**src/rtl/kid_motion_ctrl.sv**
```systemverilog
// rtl/kid_motion_ctrl.sv - per-tick player motion sequencer (jump/rise/fall FSM, facing, action).
// Optional air jump enabled by defining DOUBLE_JUMP_EN.
module kid_motion_ctrl #(
  parameter int JUMP_H  = 64,
  parameter int DJUMP_H = 48
) (
  input  logic       clk,
  input  logic       rst,
  input  logic       tick,
  input  logic [3:0] keys,
  input  logic [3:0] is_collide,
  output logic [3:0] is_move,
  output logic       direction,
  output logic [1:0] action
);

  localparam int MAX_H = (JUMP_H > DJUMP_H) ? JUMP_H : DJUMP_H;
  localparam int CW    = $clog2(MAX_H + 1);
  localparam logic [CW-1:0] JUMP_LOAD  = CW'(JUMP_H - 1);
  localparam logic [CW-1:0] DJUMP_LOAD = CW'(DJUMP_H - 1);

  localparam logic [1:0] GROUND = 2'd0;
  localparam logic [1:0] RISE   = 2'd1;
  localparam logic [1:0] FALL   = 2'd2;

`ifdef DOUBLE_JUMP_EN
  localparam logic AIR_EN = 1'b1;
`else
  localparam logic AIR_EN = 1'b0;
`endif

  logic [1:0]    r_state;
  logic [CW-1:0] r_cnt;
  logic          r_jumps_left;
  logic          r_jump_prev;
  logic [3:0]    r_is_move;
  logic          r_direction;
  logic [1:0]    r_action;

  logic [1:0]    w_state_nxt;
  logic [CW-1:0] w_cnt_nxt;
  logic          w_jumps_nxt;
  logic          w_up;
  logic          w_dn;
  logic          w_jump_edge;
  logic          w_air_jump;
  logic          w_side;
  logic          w_left;
  logic          w_right;
  logic [3:0]    w_move;
  logic [1:0]    w_action_nxt;
  logic          w_unused;

  assign w_unused    = keys[1];
  assign w_jump_edge = keys[0] & ~r_jump_prev;
  assign w_air_jump  = AIR_EN & r_jumps_left & w_jump_edge & ~is_collide[0];
  assign w_side      = keys[2] ^ keys[3];
  assign w_left      = keys[2] & ~keys[3];
  assign w_right     = keys[3] & ~keys[2];

  always_comb begin
    w_state_nxt = r_state;
    w_cnt_nxt   = r_cnt;
    w_jumps_nxt = r_jumps_left;
    w_up        = 1'b0;
    w_dn        = 1'b0;
    case (r_state)
      GROUND: begin
        if (w_jump_edge & ~is_collide[0]) begin
          w_state_nxt = RISE;
          w_cnt_nxt   = JUMP_LOAD;
          w_up        = 1'b1;
        end else if (w_jump_edge) begin
          w_state_nxt = GROUND;
        end else if (~is_collide[1]) begin
          w_state_nxt = FALL;
          w_dn        = 1'b1;
        end
      end
      RISE: begin
        if (w_air_jump) begin
          w_cnt_nxt   = DJUMP_LOAD;
          w_jumps_nxt = 1'b0;
          w_up        = 1'b1;
        end else if (is_collide[0] | ~keys[0] | (r_cnt == '0)) begin
          w_state_nxt = FALL;
        end else begin
          w_cnt_nxt = r_cnt - 1'b1;
          w_up      = 1'b1;
        end
      end
      default: begin
        // Air jump takes priority over landing on the same tick.
        if (w_air_jump) begin
          w_state_nxt = RISE;
          w_cnt_nxt   = DJUMP_LOAD;
          w_jumps_nxt = 1'b0;
          w_up        = 1'b1;
        end else if (is_collide[1]) begin
          w_state_nxt = GROUND;
          w_jumps_nxt = AIR_EN;
        end else begin
          w_state_nxt = FALL;
          w_dn        = 1'b1;
        end
      end
    endcase
  end

  assign w_move = {w_right & ~is_collide[3], w_left & ~is_collide[2], w_dn, w_up};

  always_comb begin
    w_action_nxt = 2'b00;
    case (w_state_nxt)
      RISE:    w_action_nxt = 2'b10;
      GROUND:  w_action_nxt = w_side ? 2'b01 : 2'b00;
      default: w_action_nxt = 2'b11;
    endcase
  end

  always_ff @(posedge clk) begin
    if (rst) begin
      r_state      <= FALL;
      r_cnt        <= '0;
      r_jumps_left <= 1'b0;
      r_jump_prev  <= 1'b0;
      r_is_move    <= 4'b0;
      r_direction  <= 1'b1;
      r_action     <= 2'b11;
    end else begin
      r_is_move <= 4'b0;
      if (tick) begin
        r_state      <= w_state_nxt;
        r_cnt        <= w_cnt_nxt;
        r_jumps_left <= w_jumps_nxt;
        r_jump_prev  <= keys[0];
        r_is_move    <= w_move;
        r_action     <= w_action_nxt;
        if (w_side) r_direction <= keys[3];
      end
    end
  end

  assign is_move   = r_is_move;
  assign direction = r_direction;
  assign action    = r_action;

endmodule

```
**config.mk**
```make
export PLATFORM = sky130hd
export DESIGN_NAME = kid_motion_ctrl
export DESIGN_NICKNAME = d
export VERILOG_FILES = /design/src/rtl/kid_motion_ctrl.sv
export SDC_FILE = /design/constraint.sdc
export NUM_CORES = 1
export LEC_CHECK = 0
export CORE_MARGIN = 8
export CORE_UTILIZATION = 47
export DETAILED_ROUTE_END_ITERATION = 8
export GPL_TIMING_DRIVEN = 0
export PLACE_DENSITY_LB_ADDON = 0.1
export SYNTH_ARGS = -nofsm -noshare
export SYNTH_HDL_FRONTEND = slang
export SYNTH_SLANG_ARGS = --single-unit
```
**constraint.sdc**
```tcl
create_clock -name clk -period 2.2 [get_ports clk]
set_clock_uncertainty 0.1 [all_clocks]
set_input_delay 0.44 -clock clk [delete_from_list [all_inputs] [get_ports clk]]
set_output_delay 0.44 -clock clk [all_outputs]
set_load 0.005 [all_outputs]
```
# --- Word-level counts from Yosys, hierarchy flattened ---
# Index checks and enable logic that the tools add are counted.
word_totals:
  register_bits: 17
  out_inout_bits: 7
  word_cells: 53
classes:
  add_sub_neg: 1
  n_eq_ne: 4
  muxes: 18
  bitwise: 17
  reduce_logical: 7
op_table:
  columns: ["cell", "n"]
  rows:
  - ["two-way mux 7 bit", 2]
  - ["case mux 7 bit (2 select lines)", 1]
  - ["two-way mux 2 bit", 5]
  - ["NOT 1 bit", 8]
  - ["case mux 2 bit (2 select lines)", 2]
  - ["logical NOT 7 bit", 1]
  - ["subtractor 7 x 1 -> 7 bit, second input constant", 1]
  - ["AND 1 bit", 6]
  - ["two-way mux 1 bit", 6]
  - ["equality test 2 x 1 -> 1 bit, second input constant", 2]
  - ["logical NOT 2 bit", 2]
  - ["!= test 2 bit, second input constant", 2]
  - ["case mux 1 bit (2 select lines)", 2]
  - ["AND reduction 4 bit", 1]
  - ["bitwise OR 1 bit", 2]
  - ["AND reduction 2 bit", 1]
  - ["nonzero test 2 bit", 1]
  - ["OR reduction 2 bit", 1]
  - ["XOR 1 bit", 1]

# --- Logic depth before layout (Yosys ltp) ---
depth:
  ltp_word: 7
  depth_mapped: 6
  ltp_nobuf: 6

# --- Worst setup path before layout ---
# OpenSTA, ideal clock, no wires.
synth_path:
  path_kind: "reg-to-reg"
  startpoint: "reg r_cnt[0]"
  endpoint: "reg r_action[0] (netlist: action[0])"
  setup_ns: 0.122
  arrival_time_ns: 1.526
  setup_slack_ns: 0.453
  path_stages_with_launch: 7
  path_buffers: 0
  period_less_slack_ns: 1.747
  cell_sequence: "dfxtp_1 inv_1 ha_1 nor3b_2 a21o_1 a311o_1 a221o_1"
synth_via:
  elab_chain_len: 6
  elab_cells_between_ends: 7
synth_lines:
  columns: ["item", "line_no", "text"]
  rows:
  - ["from (decl)", "33", "logic [CW-1:0] r_cnt;"]
  - ["from (signal assigned)", "134", "r_cnt <= w_cnt_nxt;"]
  - ["logical NOT 7 bit (*)", "85", "end else if (is_collide[0] | ~keys[0] | (r_cnt == '0)) begin"]
  - ["bitwise OR 1 bit (*)", "85", null]
  - ["two-way mux 2 bit (*)", "85", null]
  - ["case mux 2 bit (2 select lines) (*)", "67", "case (r_state)"]
  - ["equality test 2 x 1 -> 1 bit or logical NOT 2 bit (tied branches)", "114", "case (w_state_nxt)"]
  - ["case mux 2 bit (2 select lines) (*)", "114", null]
  - ["to (signal assigned)", "138", "r_action <= w_action_nxt;"]
  - ["to (decl)", "38", "logic [1:0] r_action;"]
# Every way passes the cells marked *; elsewhere a longest branch is shown, timed or not.
# A chain may end at the register's enable or synchronous reset.

==> summary.md <==
| Metric | Value |
|---|---|
| Status | finished, final reports clean |
| GRT overflow | 0 |
| Depth of the worst register-to-register path | 6 |
| Root Buffer | clkbuf_4 |
| Htree depth | 1 |
| Drt total wl | 1.81 mm |
| Count of cell types in the netlist | 31 |
| N_diodes | 0 |
| Yosys reg bits | 17 |
| Max-cap viol count | 0 |
| CP arrival | 2.16 ns |
| Synthesis-to-layout area growth | 26.4% |
| Yosys top cell area share | ~44% |
| Clk_lat worst skew | roughly 0.29 ns |
| HPWL after DPL | around 1.4 mm |
| Post-CTS Hold Buffers | 0 |
| CTS clk-pin slew, worst paths | ~0.1 ns |
| CP Capture Type | flip-flop |
| Number of flops mapped to enable cells by yosys | 0 |
| Final min period | 2.08 ns |
| Number of CTS-inserted buffers | 3 |
| Synth Warn # | 0 |
| Layout cells sized above 1 | around 10% |
| Area contributors post-synth | dfxtp_1 (44%), ha_1 (4.8%), a311oi_1 (4.5%) |
| Port-buffer cells | 16 |
| Num ports | 18 |
| Worst Hold Depth | 2 |
| Initial antenna violation count | 0 |
| Sequential area share after synthesis | ~44% |
| Least-Margin Pin Slew | between 0.6 and 0.7 ns |
| Number of global-route vias before repair | 714 |
| Routed WL per cell | roughly 16 um |
| Fin area | just under 1000 um^2 |
| Nets | 115 |
| Row count | 14 |
| Die ar. | approximately 3200 um^2 |
| Total power | around 0.57 mW |
| Initial Utilization | between 50% and 60% |
| Largest net degree at the start of global routing | 11 |
| Tcrit/Tclk final | a little over nine tenths |
| First-pass GRT wire length | approximately 3 mm |
| Fraction of registers with async set or reset after synthesis | 0% |
| Residual DRC count | 0 |
| Top FF cell, synth | dfxtp_1 |
| Clk sinks | 17 |
| Slowest cell on the critical path | clkdlybuf4s50_1 |
| Crit-path max FO | 9 |
| CTS tree | done |
| Crit Path Class | input port to flip-flop |
| Total GRT Usage | 11.4% |
| Most common cell after layout, fill and taps aside | dfxtp_1 |
| Post-cts sizing count | 0 |
| Final setup fails | 0 |
| First drt pass iteration count | 4 |
| CP max stage delay | about 0.59 ns |
| Postcts setup bufs | 0 |
| Core Footprint | about 1500 um^2 |
| Die X | approximately 57 um |
| Clk buf depth | 2 |
| Syn nets | 94 |
| Post-route ant nets | 0 |
| Worst path cell trace | clkdlybuf4s50_1 > inv_2 > a2111oi_4 > nand2_2 > a221o_1 |
| HP Class | flip-flop to flip-flop |
| VDD IR-drop max | around 380 uV |
| Pwr/cell area | roughly 580 nW/um^2 |
| Initial drt markers | 20 |
| Die Y | approximately 57 um |
| R2R setup slack | ~0.33 ns |
| Post-Syn Instances | 80 |
| Req. time, crit path | 2.28 ns |
| Slew HR | roughly three fifths |
| Synth Cell Area | 781 um^2 |
| Lkg Pwr | approximately 0.36 nW |
| Fin. max-slew vios | 0 |
| Placed Area | approximately 960 um^2 |
| Final hold violation count | 0 |
| Commonest non-fill, non-tap cells in the layout | dfxtp_1 (17), clkdlybuf4s50_1 (16), inv_1 (5) |
| Vias per cell | 5.97 |
| Setup repair after global routing missed its margin | false |
| Startpoint types | input port |
| Syn Area/Cell | 9.76 um^2 |
| Fmax | 0.482 GHz |
| Vias post-DR | 692 |
| RePlAce Congestion | 0.825 |
| Yosys top cell by area | dfxtp_1 |
## cell type report
type | count | area (um^2)
fill | 135 | 537
multi-input combinational | 54 | 405
sequential | 17 | 340
timing repair buffer | 16 | 160
clock buffer | 4 | 26.3
inverter | 7 | 26.3
tap | 16 | 20.0
buffer | 2 | 8.76
## through the flow
stage | hold WS, ns | setup WS [ns] | utilization, % | std cells | setup TNS, ns
global route | 0.374 | 0.0810 | 64.8 | 116 | 0
global placement | 0.319 | -0.168 | 63.1 | 112 | -0.438
floorplan | 0.308 | 0.453 | - | 80 | 0
CTS | 0.348 | 0.150 | 64.8 | 116 | 0
detailed placement | 0.332 | -0.143 | 63.1 | 112 | -0.430
finish | 0.344 | 0.123 | 64.8 | 116 | 0
## report_power, final
part           leakage, nW  internal (mW)  switching, mW
sequential           0.139          0.319        0.00987
clock               0.0150         0.0705         0.0960
combinational        0.203         0.0449         0.0342
## cell usage after synthesis (3+ instances only)
| master | n |
|---|---|
| nor2_1 | 4 |
| ha_1 | 3 |
| nand2_1 | 4 |
| a311oi_1 | 4 |
| a31oi_1 | 4 |
| nor3b_1 | 4 |
| inv_1 | 5 |
| dfxtp_1 | 17 |
| nor3_1 | 4 |
## state kept, by name, indices dropped and copies added, names as in the netlist
register,cells
action,2
direction,1
is_move,4
r_cnt,7
r_jump_prev,1
r_state,2
## critical path: cells and delay by family
kind,cells,cell delay (ns)
AOI/OAI and AO/OA,2,0.83
buffers and inverters,2,0.72
and+or+nand+nor,1,0.17
## logic make-up (layout without fill, tap and decap cells)
logic type	Yosys count	after routing	synth area share, %
compound gates	21	21	23.2
fa+ha+maj	3	3	4.81
buf+inv	9	29	4.49
flops	17	17	43.6
mux	1	1	1.28
simple gates	29	29	22.6
## path summary, 6_finish.rpt
path | start | endpoint
setup / recovery | tick | action[0]$_SDFFE_PP1P_
hold reg to reg | r_cnt[6]$_SDFFE_PP0P_ | r_cnt[6]$_SDFFE_PP0P_
setup reg to reg | r_cnt[0]$_SDFFE_PP0P_ | action[1]$_SDFFE_PP1P_
hold / removal | r_cnt[6]$_SDFFE_PP0P_ | r_cnt[6]$_SDFFE_PP0P_
## routing by layer
metal | track usage, % | routed length, um | vias up
li1 | - | - | 343
met1 | 12.8 | 821 | 327
met2 | 19.0 | 850 | 18
met3 | 2.47 | 91 | 4
met4 | 7.05 | 41 | 0
met5 | 0 | 0 | -
(Power assumes the default switching activity.)
